===== src/rtl/ram_arb_pkg.sv =====
// Shared types and helpers for the two-requester ram arbiter.
package ram_arb_pkg;

    localparam int REQ_NUM = 2;

    typedef logic [$clog2(REQ_NUM)-1:0] req_idx_t;

    // The top word of the address space is reserved as the dummy-write target.
    function automatic int default_scratch_addr(input int addrWidth);
        return (1 << addrWidth) - 1;
    endfunction

endpackage


===== src/rtl/rr_arb2.sv =====
// Two-way round-robin arbiter; the pointer names the favoured requester under contention.
module rr_arb2
    import ram_arb_pkg::*;
(
    input  logic               clk,
    input  logic               rst_n,
    input  logic [REQ_NUM-1:0] valid_i,
    output logic [REQ_NUM-1:0] grant_o,
    output req_idx_t           gntIdx_o,
    output logic               gntAny_o
);

    req_idx_t ptr_q;
    req_idx_t ptr_d;

    always_comb begin
        grant_o  = valid_i;
        if (valid_i == 2'b11) begin
            grant_o = (ptr_q == 1'b1) ? 2'b10 : 2'b01;
        end
        gntAny_o = |valid_i;
        gntIdx_o = grant_o[1];
        // After a transfer the other requester becomes favoured; idle cycles keep the pointer.
        ptr_d    = ptr_q;
        if (gntAny_o) begin
            ptr_d = ~gntIdx_o;
        end
    end

    always_ff @(posedge clk or negedge rst_n) begin
        if (!rst_n) begin
            ptr_q <= '0;
        end else begin
            ptr_q <= ptr_d;
        end
    end

endmodule


===== src/rtl/ram_arbiter.sv =====
// Shares one simple dual-port ram between two requesters with independent read/write arbitration.
// Optional RAM_ARB_BYPASS_EN: a same-cycle read and write to one address returns the new data.
module ram_arbiter
    import ram_arb_pkg::*;
#(
    parameter int ADDR_WIDTH   = 5,
    parameter int DATA_WIDTH   = 8,
    parameter int SCRATCH_ADDR = default_scratch_addr(ADDR_WIDTH)
) (
    input  logic                      clk,
    input  logic                      rst_n,
    input  logic [REQ_NUM-1:0]        rd_valid_i,
    output logic [REQ_NUM-1:0]        rd_ready_o,
    input  logic [2*ADDR_WIDTH-1:0]   rd_addr_i,
    input  logic [REQ_NUM-1:0]        wr_valid_i,
    output logic [REQ_NUM-1:0]        wr_ready_o,
    input  logic [2*ADDR_WIDTH-1:0]   wr_addr_i,
    input  logic [2*DATA_WIDTH-1:0]   wr_data_i,
    output logic [REQ_NUM-1:0]        rsp_valid_o,
    output logic [DATA_WIDTH-1:0]     rsp_data_o,
    output logic                      err_o,
    output logic                      ram_en_o,
    output logic [ADDR_WIDTH-1:0]     ram_r_addr_o,
    output logic [ADDR_WIDTH-1:0]     ram_w_addr_o,
    output logic [DATA_WIDTH-1:0]     ram_din_o,
    input  logic [DATA_WIDTH-1:0]     ram_dout_i
);

    localparam logic [ADDR_WIDTH-1:0] SCRATCH = ADDR_WIDTH'(SCRATCH_ADDR);

    logic [REQ_NUM-1:0]    rdGrant;
    logic [REQ_NUM-1:0]    wrGrant;
    req_idx_t              rdIdx;
    req_idx_t              wrIdx;
    logic                  rdAny;
    logic                  wrAny;
    logic [ADDR_WIDTH-1:0] rdAddrSel;
    logic [ADDR_WIDTH-1:0] wrAddrSel;
    logic [DATA_WIDTH-1:0] wrDataSel;
    logic                  rdScratch;
    logic                  wrScratch;
    logic                  wrLive;
    logic [DATA_WIDTH-1:0] readData;

    logic [REQ_NUM-1:0]    pendValid_q;
    logic                  pendScratch_q;
    logic [REQ_NUM-1:0]    rspValid_q;
    logic [DATA_WIDTH-1:0] rspData_q;
    logic [DATA_WIDTH-1:0] rspData_d;
    logic                  err_q;

    rr_arb2 uRdArb (
        .clk      (clk),
        .rst_n    (rst_n),
        .valid_i  (rd_valid_i),
        .grant_o  (rdGrant),
        .gntIdx_o (rdIdx),
        .gntAny_o (rdAny)
    );

    rr_arb2 uWrArb (
        .clk      (clk),
        .rst_n    (rst_n),
        .valid_i  (wr_valid_i),
        .grant_o  (wrGrant),
        .gntIdx_o (wrIdx),
        .gntAny_o (wrAny)
    );

    // The ram has no write enable: whenever it is clocked, an idle or dropped write lands on scratch as 0.
    always_comb begin
        rdAddrSel    = rdIdx ? rd_addr_i[2*ADDR_WIDTH-1:ADDR_WIDTH] : rd_addr_i[ADDR_WIDTH-1:0];
        wrAddrSel    = wrIdx ? wr_addr_i[2*ADDR_WIDTH-1:ADDR_WIDTH] : wr_addr_i[ADDR_WIDTH-1:0];
        wrDataSel    = wrIdx ? wr_data_i[2*DATA_WIDTH-1:DATA_WIDTH] : wr_data_i[DATA_WIDTH-1:0];
        rdScratch    = rdAny && (rdAddrSel == SCRATCH);
        wrScratch    = wrAny && (wrAddrSel == SCRATCH);
        wrLive       = wrAny && !wrScratch;
        ram_en_o     = rdAny | wrAny;
        ram_r_addr_o = rdAny ? rdAddrSel : SCRATCH;
        ram_w_addr_o = wrLive ? wrAddrSel : SCRATCH;
        ram_din_o    = wrLive ? wrDataSel : '0;
    end

`ifdef RAM_ARB_BYPASS_EN
    logic                  bypassHit;
    logic                  bypass_q;
    logic [DATA_WIDTH-1:0] bypassData_q;

    assign bypassHit = rdAny && wrLive && (rdAddrSel == wrAddrSel);

    always_ff @(posedge clk or negedge rst_n) begin
        if (!rst_n) begin
            bypass_q     <= 1'b0;
            bypassData_q <= '0;
        end else begin
            bypass_q     <= bypassHit;
            bypassData_q <= wrDataSel;
        end
    end

    assign readData = bypass_q ? bypassData_q : ram_dout_i;
`else
    assign readData = ram_dout_i;
`endif

    always_comb begin
        rspData_d = rspData_q;
        if (|pendValid_q) begin
            rspData_d = pendScratch_q ? '0 : readData;
        end
    end

    // Grant edge captures the request; the following edge captures the ram output as the response.
    always_ff @(posedge clk or negedge rst_n) begin
        if (!rst_n) begin
            pendValid_q   <= '0;
            pendScratch_q <= 1'b0;
            rspValid_q    <= '0;
            rspData_q     <= '0;
            err_q         <= 1'b0;
        end else begin
            pendValid_q   <= rdGrant;
            pendScratch_q <= rdScratch;
            rspValid_q    <= pendValid_q;
            rspData_q     <= rspData_d;
            err_q         <= rdScratch | wrScratch;
        end
    end

    assign rd_ready_o  = rdGrant;
    assign wr_ready_o  = wrGrant;
    assign rsp_valid_o = rspValid_q;
    assign rsp_data_o  = rspData_q;
    assign err_o       = err_q;

endmodule


===== config.mk =====
export PLATFORM = sky130hd
export DESIGN_NAME = ram_arbiter
export DESIGN_NICKNAME = d
export VERILOG_FILES = /design/src/rtl/ram_arb_pkg.sv /design/src/rtl/rr_arb2.sv /design/src/rtl/ram_arbiter.sv
export SDC_FILE = /design/constraint.sdc
export NUM_CORES = 1
export LEC_CHECK = 0
export ABC_AREA = 1
export CAP_MARGIN = 15
export CORE_MARGIN = 10
export CORE_UTILIZATION = 33
export DETAILED_ROUTE_END_ITERATION = 16
export GPL_TIMING_DRIVEN = 0
export PLACE_DENSITY = 0.77
export SLEW_MARGIN = 0
export SYNTH_ARGS = -nofsm -noshare
export SYNTH_HDL_FRONTEND = slang
export SYNTH_SLANG_ARGS = --single-unit
export TNS_END_PERCENT = 20

===== constraint.sdc =====
create_clock -name clk -period 2.3 [get_ports clk]
set_input_delay 0.69 -clock clk [delete_from_list [all_inputs] [get_ports clk]]
set_output_delay 0.69 -clock clk [all_outputs]
set_load 0.005 [all_outputs]

# [Word level (Yosys, flattened, before mapping)]
# Index checks and enable logic that the tools add are counted.
[word_totals] register_bits=16 in_bits=50 word_cells=33
[classes] eq_ne=4 muxes=11 bitwise_logic=4 n_reduce_logical=7
[ops] cell="$mux W8" count=3
[ops] cell="$mux W5" count=4
[ops] cell="$eq A5 B5 Y1 const B" count=2
[ops] cell="$mux W2" count=4
[ops] cell="$reduce_or A2 Y1" count=3
[ops] cell="$eq A2 B2 Y1 const B" count=2
[ops] cell="$logic_and A1 B1 Y1" count=3
[ops] cell="$not A1 Y1" count=2
[ops] cell="$or A1 B1 Y1" count=2
[ops] cell="$logic_not A1 Y1" count=1

# [Longest topological paths before layout]
# Gate-level depths: netlist of run 1.
[depth] ltp_word=8 ltp_mapped=10

# [By module]
# A second synthesis of run 1 with hierarchy kept.
[hier_totals] hier_cells=144 area_unflattened_um2=1051.0
[modules_own_cells] module="ram_arbiter" instances=1 cells_per_inst=118 area_each_um2=898.4 seq_area_each_um2=350.3
[modules_own_cells] module="rr_arb2" instances=2 cells_per_inst=13 area_each_um2=76.3 seq_area_each_um2=25.0

# [Least setup slack after synthesis of run 1]
# No wires, ideal clock.
[synth_path] path_type="input -> output" startpoint="input wr_valid_i[0]" endpoint="output ram_din_o[0]" arrival_ps=1409 required_ps=1610 slack_ps=201 cell_stages=8 path_buffers=1 cell_sequence="nand2_2 nand2_4 buf_6 nand2_4 nand2_2 nand3_2 o21bai_4 nor2_1"
[synth_via] elab_chain_cells=8
[synth_rtl] item="start: declaration" line_no="ram_arbiter.sv:15" rtl="input logic [REQ_NUM-1:0] wr_valid_i,"
[synth_rtl] item="$eq A2 B2 Y1" line_no="rr_arb2.sv:18" rtl="if (valid_i == 2'b11) begin"
[synth_rtl] item="$mux W2" line_no="rr_arb2.sv:18"
[synth_rtl] item="$mux W5" line_no="ram_arbiter.sv:73" rtl="wrAddrSel = wrIdx ? wr_addr_i[2*ADDR_WIDTH-1:ADDR_WIDTH] : wr_addr_i[ADDR_WIDTH-1:0];"
[synth_rtl] item="$eq A5 B5 Y1" line_no="ram_arbiter.sv:76" rtl="wrScratch = wrAny && (wrAddrSel == SCRATCH);"
[synth_rtl] item="$logic_and A1 B1 Y1" line_no="ram_arbiter.sv:76"
[synth_rtl] item="$logic_not A1 Y1" line_no="ram_arbiter.sv:77" rtl="wrLive = wrAny && !wrScratch;"
[synth_rtl] item="$logic_and A1 B1 Y1" line_no="ram_arbiter.sv:77"
[synth_rtl] item="$mux W8 *" line_no="ram_arbiter.sv:81" rtl="ram_din_o = wrLive ? wrDataSel : '0;"
[synth_rtl] item="end: declaration" line_no="ram_arbiter.sv:25" rtl="output logic [DATA_WIDTH-1:0] ram_din_o,"
# Mark *: on every way between the ends. The rest lies on a longest branch, timed or not.

# [Final worst setup path of run 1]
[layout_path] startpoint="input wr_valid_i[0]" endpoint="output ram_din_o[7]"
# Same word-level chain as after synthesis.

==> results of run 1 <==
==> repair_timing <==
| action | 4_1_cts | 5_1_grt |
|---|---|---|
| resized for setup | 132 | 18 |
| setup endpoints to repair | 23 | 19 |
| pin swaps | 18 | 7 |
| setup buffers | 29 | 2 |
| gates cloned | 1 | 0 |
==> power by group <==
group / switching (W) / internal [W]
Sequential: 0.0000182 / 0.000314
Combinational: 0.000209 / 0.000283
Clock: 0.0000867 / 0.0000963
Total: 0.000314 / 0.000694
==> state kept, by name (all words and copies together) (netlist names) <==
signal / flops
rsp_data_o: 8
pendValid_q: 2
rsp_valid_o: 2
err_o: 1
pendScratch_q: 1
uRdArb.ptr_q: 1
uWrArb.ptr_q: 1
==> cells by family (layout without fill, tap and decap cells) <==
group,after synthesis,after routing,synth area share (%)
buf+inv,42,161,16.3
flops,16,16,37.5
compound gates,17,17,9.25
simple gates,89,89,37.0
==> synthesized netlist by cell type <==
master,instances
inv_1,35
o21bai_4,1
nand3_1,16
o21ai_0,13
clkbuf_1,2
buf_6,1
a21oi_1,1
buf_4,2
nand3b_1,2
or2_2,1
nand2_1,46
nand2_4,2
dfrtp_1,16
or2_1,1
buf_2,1
nor2_1,17
clkinv_1,1
nand2_2,3
o21ai_1,2
nand3_2,1
==> layer usage <==
metal | global-route usage, % | vias up | wire (um) | share of wire (%)
met5 | 0 | - | 0 | 0
met2 | 25.0 | 66 | 2340 | 50
met4 | 4.65 | 0 | 119 | 2.6
li1 | - | 729 | - | -
met1 | 15.4 | 657 | 1810 | 39
met3 | 5.48 | 10 | 380 | 8.2
==> metrics by stage <==
step / setup WS (ps) / hold slack, ps
final: -196 / 385
after global routing: -269 / 400
after CTS: -174 / 386
after detailed placement: -942 / 362
after global placement: -928 / 351
after floorplan: 201 / 347
==> layout make-up <==
cell class | instances | area [um^2] | share of cell area, %
well taps | 44 | 55.1 | 2.42
flip-flops and latches | 16 | 400 | 17.6
clock buffers | 4 | 36.3 | 1.60
multi-input cells | 106 | 591 | 26.0
plain buffers | 6 | 48.8 | 2.15
inverters | 36 | 140 | 6.17
repair buffers | 115 | 1000 | 44.1
==> how the worst max path moves through the flow <==
stage	endpoint	slack, ps
after CTS	ram_din_o[5]	-170
final	ram_din_o[7]	-200
after detailed placement	ram_din_o[5]	-940
after global routing	ram_din_o[6]	-270
after global placement	ram_din_o[0]	-930
after floorplan	ram_din_o[0]	200
==> flow_summary_export.csv, run 1 <==
group,metric,value,unit
yosys,syn-cell-area,1070,um^2
detailed_routing,first_pass_iters,4,
worst_setup_path,path_class,"input pin to output port",
worst_setup_path,regToRegSetupSlack,80,ps
worst_setup_path,cp_slowest_stage_delay,200,ps
worst_setup_path,cpLargestDelayFamily,"buffers and inverters",
timing,worst_slew_pin_slew,684,ps
clock_tree,cts_tree,"yes",
pwr,p_leak,1.22,nW
timing,setup_viol,14,
clock_tree,cts_hold_buf,0,
min_path,hold_class,"register to register",
pwr,power,0.00101,W
timing,fmax,0.401,GHz
detailed_routing,avgRoutedWirePerCell,14.2,um
yosys,yosysTopAreaCellShare,37.5,%
detailed_routing,detailedRoute.firstIterationViolations,61,
grt,antenna_found_initial,0,
status,status,"complete, but fails checks",
floorplanning,rows,20,
timing,min_period,2500,ps
worst_setup_path,cp-startpoint,"wr_valid_i[0]",
worst_setup_path,crit_fanout,4,
placement,dp_hpwl,3.08,mm
timing,fin_ws,-196,ps
yosys,avgSynthCellArea,6.52,um^2
timing,relSlewSlack,54.3,%
grt,grt_pass1_wl,7.11,mm
grt,grt-ovfl-total,0,
worst_setup_path,path_cells,"buf_8 > nand2_4 > buf_6 > nand3_1 > nand2_1 > nand3_4 > o21bai_4 > buf_6 > nor2_2 > buf_2",
cells_and_area,final_cells,327,
detailed_routing,drtAntennaViolNets,0,
cells_and_area,utilization,73.8,%
pwr,ir_drop,0.244,mV
yosys,ys.warnings.count,0,
min_path,hold_path_startpoint,"pendValid_q[0]",
cells_and_area,layout_common_cells,"clkdlybuf4s50_1 (48), nand2_1 (41), inv_1 (32)",
min_path,hold-path-endpoint,"rsp_valid_o[0]",
detailed_routing,vias,1462,
run,maxCapViolations,0,
grt,grt_max_degree,17,
yosys,ys_top_cells_by_area,"dfrtp_1 (37%), nand2_1 (16%), inv_1 (12%), nand3_1 (7.5%), o21ai_0 (6.1%)",
clock_tree,cts_buffers,3,
floorplanning,start_util,34.7,%
yosys,synth_cell_types,20,
worst_setup_path,slowest_stage,"o21bai_4",
detailed_routing,wirelength,4.65,mm
timing,maxSlewViolCount,0,
timing,tns,-1870,ps
worst_setup_path,cp_common_cell,"buf_6",
grt,grt_pass1_vias,1500,
worst_setup_path,cp.required,1610,ps
clock_tree,ctsRootBufferMaster,"clkbuf_4",
min_path,min_path_cells,0,
cells_and_area,fin_area,2270,um^2
worst_setup_path,end_kind,"output port",
cells_and_area,nets,334,
floorplanning,dieArea,5910,um^2
cells_and_area,final_common_cell,"clkdlybuf4s50_1",
placement,gp_congestion,0.786,
clock_tree,cts.clk_slew.worst_paths,100,ps
detailed_routing,remaining_drc_errors,0,
timing,rsz0062_at_grt,"yes",
yosys,synthesis.nets,214,
floorplanning,io_pins,84,
yosys,yosys.area.top_type,"dfrtp_1",
worst_setup_path,arrival,1810,ps
yosys,synth.ff_latch_count,16,
floorplanning,die-height,76.9,um
cells_and_area,drive_gt1_share,34.6,%
worst_setup_path,reg2reg_depth,15,
detailed_routing,viasPerCell,4.47,
worst_setup_path,crit_cells,10,
clock_tree,cts.sink_count,16,
clock_tree,clockBufferDepth,2,
cells_and_area,diodes,0,
cells_and_area,area_growth,113,%
timing,fin_skew,7.82,ps
worst_setup_path,rr_startpoint,"uRdArb.ptr_q",
yosys,syn_inst,164,
yosys,yosysSeqAreaShare,37.5,%
worst_setup_path,r2r_end,"err_o",
floorplanning,die_w,76.9,um
grt,grt_usage,14.3,%
floorplanning,core,3080,um^2
placement,placed_area,1950,um^2
worst_setup_path,crit_buf_inv,4,
timing,hold_viol,0,
worst_setup_path,start_kind,"input pin",
placement,dp_cells,291,
timing,timing.final.crit_share,109,%
placement,io_buffers,83,
pwr,cellPowerDensity,444,nW/um^2
status,violations,"negative setup slack",
clock_tree,clock_latency,280,ps
clock_tree,htreeDepth,1,
cells_and_area,num-fill-cells,232,
Note: power is estimated with default switching activity, not from simulation.
==> run 2, diff against run 1 <==
--- a/config.mk
+++ b/config.mk
@@ -6,12 +6,14 @@
 export NUM_CORES = 1
 export LEC_CHECK = 0
 export ABC_AREA = 1
+export ABC_CLOCK_PERIOD_IN_PS = 2300
 export CAP_MARGIN = 15
 export CORE_MARGIN = 10
-export CORE_UTILIZATION = 33
+export CORE_UTILIZATION = 40
 export DETAILED_ROUTE_END_ITERATION = 16
+export DONT_BUFFER_PORTS = 1
 export GPL_TIMING_DRIVEN = 0
-export PLACE_DENSITY = 0.77
+export PLACE_DENSITY = 0.51
 export SLEW_MARGIN = 0
 export SYNTH_ARGS = -nofsm -noshare
 export SYNTH_HDL_FRONTEND = slang
==> flow_summary_export.csv, run 2 (same netlist as run 1, synthesis figures left out) <==
group,metric,value,unit
timing,hold_viol,0,
worst_setup_path,cp.required,1610,ps
clock_tree,cts_buffers,3,
worst_setup_path,end_kind,"output port",
placement,dp_cells,194,
floorplanning,die_w,71.7,um
timing,relSlewSlack,77.5,%
floorplanning,dieArea,5140,um^2
clock_tree,cts.clk_slew.worst_paths,90,ps
worst_setup_path,reg2reg_depth,5,
detailed_routing,viasPerCell,5.03,
cells_and_area,final_cells,205,
clock_tree,clock_latency,280,ps
floorplanning,io_pins,84,
status,status,"completed",
timing,timing.final.crit_share,99.2,%
pwr,ir_drop,0.410,mV
clock_tree,ctsRootBufferMaster,"clkbuf_4",
detailed_routing,avgRoutedWirePerCell,15.1,um
timing,maxSlewViolCount,0,
clock_tree,htreeDepth,1,
detailed_routing,vias,1031,
detailed_routing,drtAntennaViolNets,0,
clock_tree,cts.sink_count,16,
pwr,p_leak,0.737,nW
detailed_routing,wirelength,3.09,mm
detailed_routing,detailedRoute.firstIterationViolations,58,
grt,grt_usage,11.4,%
worst_setup_path,arrival,1590,ps
cells_and_area,layout_common_cells,"nand2_1 (42), inv_1 (34), dfrtp_1 (16)",
placement,gp_congestion,0.722,
grt,grt_max_degree,17,
detailed_routing,remaining_drc_errors,0,
floorplanning,core,2520,um^2
timing,min_period,2280,ps
floorplanning,rows,18,
worst_setup_path,rr_startpoint,"pendValid_q[1]",
pwr,power,0.000743,W
timing,fin_skew,0.499,ps
worst_setup_path,path_class,"register to output port",
pwr,cellPowerDensity,571,nW/um^2
grt,grt_pass1_vias,1056,
worst_setup_path,start_kind,"register",
clock_tree,cts_tree,"yes",
min_path,hold_class,"input pin to asynchronous set/reset pin",
timing,worst_slew_pin_slew,338,ps
timing,rsz0062_at_grt,"yes",
cells_and_area,drive_gt1_share,22.3,%
cells_and_area,utilization,51.5,%
grt,grt-ovfl-total,0,
timing,fmax,0.438,GHz
placement,dp_hpwl,2.60,mm
timing,setup_viol,0,
worst_setup_path,crit_fanout,8,
cells_and_area,final_common_cell,"nand2_1",
grt,grt_pass1_wl,4.93,mm
cells_and_area,largest_reg_flops,8,
detailed_routing,first_pass_iters,4,
worst_setup_path,r2r_end,"rsp_data_o[1]",
clock_tree,clockBufferDepth,2,
worst_setup_path,regToRegSetupSlack,990,ps
cells_and_area,diodes,0,
timing,tns,0,ps
cells_and_area,area_growth,21.7,%
grt,antenna_found_initial,0,
run,maxCapViolations,0,
placement,io_buffers,0,
floorplanning,start_util,42.4,%
cells_and_area,nets,226,
floorplanning,die-height,71.7,um
-- run 2: cell types whose count changed in the layout (fill, tap and decap cells not counted), moves of 3 or more --
cell,change
clkdlybuf4s50_1,-48
buf_2,-13
buf_4,-21
dlygate4sd2_1,-12
clkbuf_2,-3
nand2_2,-3
o21ai_0,+5
buf_6,-10
o21ai_2,-6
-- run 2: power by group --
group,internal [W],leakage [nW],switching (W)
Combinational,0.0000926,0.519,0.000131
Clock,0.0000962,0.0210,0.0000832
Sequential,0.000315,0.197,0.0000250
Total,0.000504,0.737,0.000239
-- run 2: worst max-delay path by stage --
stage	slack, ps	cells after the start	from	to
after detailed placement	30	6	wr_valid_i[0]	ram_din_o[4]
after CTS	-10	10	uWrArb.ptr_q	ram_din_o[3]
final	20	9	uWrArb.ptr_q	ram_din_o[4]
after global placement	70	8	wr_valid_i[0]	ram_din_o[6]
after floorplan	200	8	wr_valid_i[0]	ram_din_o[0]
after global routing	-70	9	uWrArb.ptr_q	ram_din_o[4]
-- run 2: repair_timing --
| item | CTS | global route |
|---|---|---|
| setup buffers | 5 | 2 |
| gates resized for setup | 9 | 16 |
| setup endpoints to repair | 9 | 11 |
| hold buffers | 0 | 0 |
| pin swaps | 3 | 5 |
-- run 2: cell type report --
class	instances	area, um^2
fill	261	1220
multi-input combinational	106	579
sequential	16	400
inverter	36	139
timing repair buffer	7	65.1
buffer	6	42.5
tap	30	37.5
clock buffer	4	36.3
-- run 2: worst max-delay path: stages, from the launching register on --
cell and delay [ps]:
dfrtp_1 410, inv_2 90, nand2_4 70, buf_4 150, nand3_1 80, nand2_2 80, nand3_4 100, o21bai_4 60
buf_12 150, nor2_2 110
-- run 2: layer usage --
metal  up-vias  routed length, um  GRT usage [%]
li1        512                  -              -
met1       465               1100           11.9
met2        52               1520           18.5
met3         2                465           8.40
met4         0                 10           1.29
met5         -                  0              0
-- run 2: through the flow --
stage          hold slack [ps]  cell area, um^2  setup slack (ps)
2_1_floorplan              347             1070               201
6_report                  94.0             1300              18.3
5_1_grt                   62.0             1300             -74.6
3_3_place_gp               354             1110              74.6
3_5_place_dp               364             1110              31.0
4_1_cts                   77.2             1220             -9.51
